File: src/rtl/seg_scan_capture.sv
// seg_scan_capture: passive read-back monitor for a multiplexed 4-digit
// seven-segment bus. Each stable seg/an pattern is qualified, decoded to a
// hex nibble and kept in one capture slot per digit.

// One capture slot: raw pattern, last good nibble and glyph-valid flag.
module seg_scan_slot (
    input  logic       clk,
    input  logic       arst,
    input  logic       cap,
    input  logic       clr_valid,
    input  logic [6:0] seg,
    output logic [6:0] raw,
    output logic [3:0] nib,
    output logic       dvalid
);

    logic       hit;
    logic [3:0] val;

    // Active-low glyph decode, bit 6 = segment a ... bit 0 = segment g
    always_comb begin
        hit = 1'b1;
        val = 4'h0;
        case (seg)
            7'b0000001: val = 4'h0;
            7'b1001111: val = 4'h1;
            7'b0010010: val = 4'h2;
            7'b0000110: val = 4'h3;
            7'b1001100: val = 4'h4;
            7'b0100100: val = 4'h5;
            7'b0100000: val = 4'h6;
            7'b0001111: val = 4'h7;
            7'b0000000: val = 4'h8;
            7'b0000100: val = 4'h9;
            7'b0001000: val = 4'hA;
            7'b1100000: val = 4'hB;
            7'b0110001: val = 4'hC;
            7'b1000010: val = 4'hD;
            7'b0110000: val = 4'hE;
            7'b0111000: val = 4'hF;
            default:    hit = 1'b0;
        endcase
    end

    // Capture wins over the stale clear; a non-glyph keeps the old nibble
    always_ff @(posedge clk) begin
        if (arst) begin
            raw    <= 7'h7F;
            nib    <= 4'h0;
            dvalid <= 1'b0;
        end else if (cap) begin
            raw    <= seg;
            dvalid <= hit;
            if (hit) nib <= val;
        end else if (clr_valid) begin
            dvalid <= 1'b0;
        end
    end

endmodule

module seg_scan_capture #(
    parameter int SETTLE = 4,
    parameter int STALE  = 50_000_000,
    parameter int TW     = 26
) (
    input  logic        CLK1,
    input  logic        arst,
    input  logic [0:6]  seg_in,
    input  logic [3:0]  an_in,
    output logic [15:0] digits,
    output logic [27:0] raw,
    output logic [3:0]  dvalid,
    output logic [3:0]  seen,
    output logic        upd,
    output logic        frame,
    output logic        err_multi,
    output logic        stale
);

    localparam logic [2:0]    SET_C   = 3'(SETTLE);
    localparam logic [2:0]    SET_M1  = 3'(SETTLE - 1);
    localparam logic [TW-1:0] STALE_C = TW'(STALE);
    localparam logic [TW-1:0] STALE_1 = TW'(STALE - 1);

    logic [6:0]    seg_q;
    logic [3:0]    an_q;
    logic [2:0]    cnt;
    logic [TW-1:0] scnt;

    logic          same, acc, one_hot, multi, cap, stale_hit;
    logic          upd_nx, frame_nx;
    logic [3:0]    sel, seen_or, raw_chg;

    // Qualify the sampled pattern and classify the anode selects
    always_comb begin
        same      = (seg_in == seg_q) && (an_in == an_q);
        acc       = same && (cnt == SET_M1);
        sel       = ~an_q;
        one_hot   = (sel != 4'h0) && ((sel & (sel - 4'd1)) == 4'h0);
        multi     = (sel != 4'h0) && !one_hot;
        cap       = acc && one_hot;
        seen_or   = seen | sel;
        for (int n = 0; n < 4; n++)
            raw_chg[n] = (seg_q != raw[7*n +: 7]);
        upd_nx    = cap && ((sel & (raw_chg | ~seen)) != 4'h0);
        frame_nx  = cap && (seen_or == 4'hF);
        // scnt saturates at STALE, so STALE-1 is seen exactly once per timeout
        stale_hit = !cap && (scnt == STALE_1);
    end

    // Pin sampling and settle counter (saturation gives one accept per window)
    always_ff @(posedge CLK1) begin
        if (arst) begin
            seg_q <= 7'h7F;
            an_q  <= 4'hF;
            cnt   <= 3'd0;
        end else begin
            seg_q <= seg_in;
            an_q  <= an_in;
            if (!same)             cnt <= 3'd0;
            else if (cnt != SET_C) cnt <= cnt + 3'd1;
        end
    end

    // Round tracking, event pulses and stale timeout
    always_ff @(posedge CLK1) begin
        if (arst) begin
            seen      <= 4'h0;
            upd       <= 1'b0;
            frame     <= 1'b0;
            err_multi <= 1'b0;
            stale     <= 1'b0;
            scnt      <= '0;
        end else begin
            upd       <= upd_nx;
            frame     <= frame_nx;
            err_multi <= acc && multi;
            if (cap) begin
                seen  <= frame_nx ? 4'h0 : seen_or;
                scnt  <= '0;
                stale <= 1'b0;
            end else begin
                if (scnt != STALE_C) scnt <= scnt + TW'(1);
                if (stale_hit)       stale <= 1'b1;
            end
        end
    end

    for (genvar n = 0; n < 4; n++) begin : g_slot
        seg_scan_slot u_slot (
            .clk       (CLK1),
            .arst      (arst),
            .cap       (cap && sel[n]),
            .clr_valid (stale_hit),
            .seg       (seg_q),
            .raw       (raw[7*n +: 7]),
            .nib       (digits[4*n +: 4]),
            .dvalid    (dvalid[n])
        );
    end

endmodule

File: config.mk
export PLATFORM = sky130hd
export DESIGN_NAME = seg_scan_capture
export DESIGN_NICKNAME = d
export VERILOG_FILES = /design/src/rtl/seg_scan_capture.sv
export SDC_FILE = /design/constraint.sdc
export NUM_CORES = 1
export LEC_CHECK = 0
export BUFFER_PORTS_ARGS = -buffer_cell sky130_fd_sc_hd__buf_2
export CELL_PAD_IN_SITES_DETAIL_PLACEMENT = 0
export CELL_PAD_IN_SITES_GLOBAL_PLACEMENT = 1
export CORE_AREA = 5 5 110 112
export CTS_BUF_LIST = sky130_fd_sc_hd__clkbuf_4 sky130_fd_sc_hd__clkbuf_8
export CTS_CLUSTER_DIAMETER = 40
export DETAILED_ROUTE_END_ITERATION = 6
export DIE_AREA = 0 0 115 117
export GPL_TIMING_DRIVEN = 0
export PLACE_DENSITY = 0.78
export SKIP_LAST_GASP = 1
export SLEW_MARGIN = 20
export SYNTH_ARGS = -nofsm -noshare
export SYNTH_HDL_FRONTEND = slang
export SYNTH_SLANG_ARGS = --single-unit
File: constraint.sdc
create_clock -name CLK1 -period 2.9 [get_ports CLK1]
set_clock_uncertainty 0.15 [all_clocks]
set_input_delay 0 -clock CLK1 [delete_from_list [all_inputs] [get_ports CLK1]]
set_output_delay 0 -clock CLK1 [all_outputs]
set_load 0.05 [all_outputs]
==> results_dict.tcl <==
set metrics [dict create \
    hpwl_um 9210 \
    p_switching_uw 623 \
    wl_per_cell_um 16.4 \
    synth_cells 546 \
    rsz0062_at_grt "false" \
    finalCritPeriodShare 0.917 \
    synth_nets 564 \
    met3_usage 0.0355 \
    drive_above_1_share 0.175 \
    pwr-share-comb 0.084 \
    synth_area_mm2 0.00468 \
    synth-main-ff-cell "dfxtp_1" \
    start_util 0.420 \
    end_kind "flip-flop" \
    ios 69 \
    drt_iter0_drc 254 \
    grt_pass1_wl_um 21200 \
    avgSynthCellArea_um2 8.57 \
    finalHoldViolCount 0 \
    overflow 0 \
    n_antenna_cell 0 \
    swShare 0.260 \
    busiest_layer "met2" \
    synth_top_area_cell "dfxtp_1" \
    synth_edf_count 0 \
    clk_pin_slew_ps 100 \
    power_density_mw_per_mm2 431 \
    layout-area-overhead-vs-synth_pct 18.7 \
    dieArea_mm2 0.0135 \
    async_flop_share 0 \
    fp.dieH_um 117 \
    antenna_left 0 \
    path_max_fanout 10 \
    cts_tree "built" \
    worst_slack_ps 241 \
    startpoint_type "flip-flop" \
    nets 659 \
    via_per_inst 5.43 \
    slew_violations 0 \
    synthDominantCellAreaShare 0.411 \
    path_class "flip-flop to flip-flop" \
    cp.arrival_ps 2760 \
    post-place-ws_ps 159 \
    p_int_uw 1770 \
    fin_setup_tns_ps 0 \
    grt.met1_usage 0.259 \
    final_area_mm2 0.00555 \
    r2r_slack_ps 240 \
    ys_warn_count 0 \
    ys_top_cells_by_area "dfxtp_1 (41%), xnor2_1 (12%), nand3_1 (7.3%), o21ai_0 (4.5%), mux2i_1 (3.6%)" \
    outcome "complete, no violations" \
    antenna_found_initial 0 \
    final_cell_mix "dfxtp_1 (96), buf_2 (73), nand3_1 (68)" \
    io_buffers 67 \
    coreArea_mm2 0.0111 \
    cts-root-buf "clkbuf_8" \
    grt_max_degree 16 \
    finalSetupViolations 0 \
    hold_path.class "input pin to flip-flop" \
    finalPower_uw 2390 \
    numClockSinks 96 \
    p_leak_uw 0.00203 \
    dp.cells 756 \
    cts_setup_buffers 0 \
    peakVddDrop_mv 0.219 \
    seq_power_share 0.563 \
    layout_commonest_cell "dfxtp_1" \
    insertion_delay_ps 380 \
    grt_pass1_vias 4124 \
    tightest_slew_ps 724 \
    rows 39 \
    drt-pass1-iter-count 6 \
    die_x_um 115 \
    max_slew_margin 0.513 \
    num_vias 4288 \
    worst_ep_required_time_ps 3000 \
    max_cap_violations 0 \
    finalCriticalPeriod_ps 2660 \
    yosysSeqAreaShare 0.411 \
    grtUsageMet2 0.333 \
    max_freq_mhz 376 \
    gr-usage-all-layers 0.199 \
    fin_cells 789 \
    cts_max_level 3 \
    ys_ff_latch 96 \
    drt_wl_total_um 12900 \
    clockPowerShare 0.352 \
    drc_errors 0 \
    gp_congestion 0.822 \
    ctsLongestPathBuffers 2 \
    netlist-cell-type-count 50 \
    placed_area_mm2 0.00519 \
    cts_buffers 9 \
]
## power groups by stage
stage                     combinational [uW]  clock (uW)  sequential, uW
after floorplan                          130           0            1370
after global placement                   181           0            1370
after detailed placement                 184           0            1380
after CTS                                202         864            1340
after global routing                     221         918            1350
final                                    202         842            1350
## critical path, stage by stage (launching register included)
cell and delay, ps:
dfxtp_1 430, clkbuf_1 470, clkbuf_1 580, nor2_1 120, nand4b_1 120, a21oi_1 80
o21ai_0 440, mux2i_1 140
## stage by stage
step	hold slack (ps)	utilization
after detailed placement	66.0	0.467
after floorplan	-43.4	-
after global routing	72.2	0.499
after global placement	63.9	0.467
final	49.6	0.499
after CTS	37.9	0.499
## per-layer routing
metal | routed length [um] | up-vias
met4 | 207 | 0
li1 | - | 2104
met3 | 709 | 21
met1 | 5900 | 2050
met2 | 6100 | 113
met5 | 0 | -
## state kept, by name, summed over array words and instances (netlist names)
| signal | count |
|---|---|
| an_q | 4 |
| seen | 4 |
| err_multi | 1 |
| g_slot.u_slot.raw | 28 |
| g_slot.u_slot.nib | 16 |
| frame | 1 |
| scnt | 26 |
| cnt | 3 |
| seg_q | 7 |
| stale | 1 |
| upd | 1 |
| g_slot.u_slot.dvalid | 4 |
## final cells by class
type	instances	area, um^2
buffer	43	184
clock inverter	4	27.5
multi-input combinational	392	2520
fill	1095	5570
timing repair buffer	85	515
inverter	14	52.6
sequential	96	1920
tap	143	179
clock buffer	12	153
## timing repair
| action | 4_1_cts | 5_1_grt |
|---|---|---|
| gates resized for setup | 0 | 1 |
| hold buffers | 18 | 0 |
| hold endpoints to repair | 15 | 0 |
| endpoints found under the setup margin | 0 | 35 |
## kinds of logic (layout without fill, tap and decap cells)
kind of cell             after synthesis  count (layout)  share of synthesized area
AND/OR/NAND/NOR                      222             222                      0.252
flip-flops                            96              96                      0.411
AO/OA/AOI/OAI                         81              81                      0.110
XOR/XNOR                              67              67                      0.125
buffers and inverters                 58             158                     0.0514
multiplexers                          17              17                     0.0364
adder cells (fa/ha/maj)                5               5                     0.0134
## cells in the mapped netlist (all sizes together) (5+ instances only)
cell type,number
or2,12
xnor2,62
nor2,42
nand3,68
o21ai,43
o22ai,6
a21oi,9
nor3,13
nor4,9
dfxtp,96
ha,5
inv,12
xor2,5
nand2,27
buf,15
clkbuf,29
nand4,20
mux2i,17
## final timing paths
check / startpoint / to / depth (start not counted)
max: seg_q[3]$_SDFF_PP1_ / g_slot[2].u_slot.nib[2]$_SDFFE_PP0P_ / 7
min: arst / seg_q[1]$_SDFF_PP1_ / 2
max reg2reg: seg_q[3]$_SDFF_PP1_ / g_slot[2].u_slot.nib[2]$_SDFFE_PP0P_ / 7
min reg2reg: g_slot[3].u_slot.nib[2]$_SDFFE_PP0P_ / g_slot[3].u_slot.nib[2]$_SDFFE_PP0P_ / 2
Note: power is estimated with default switching activity, not from simulation.
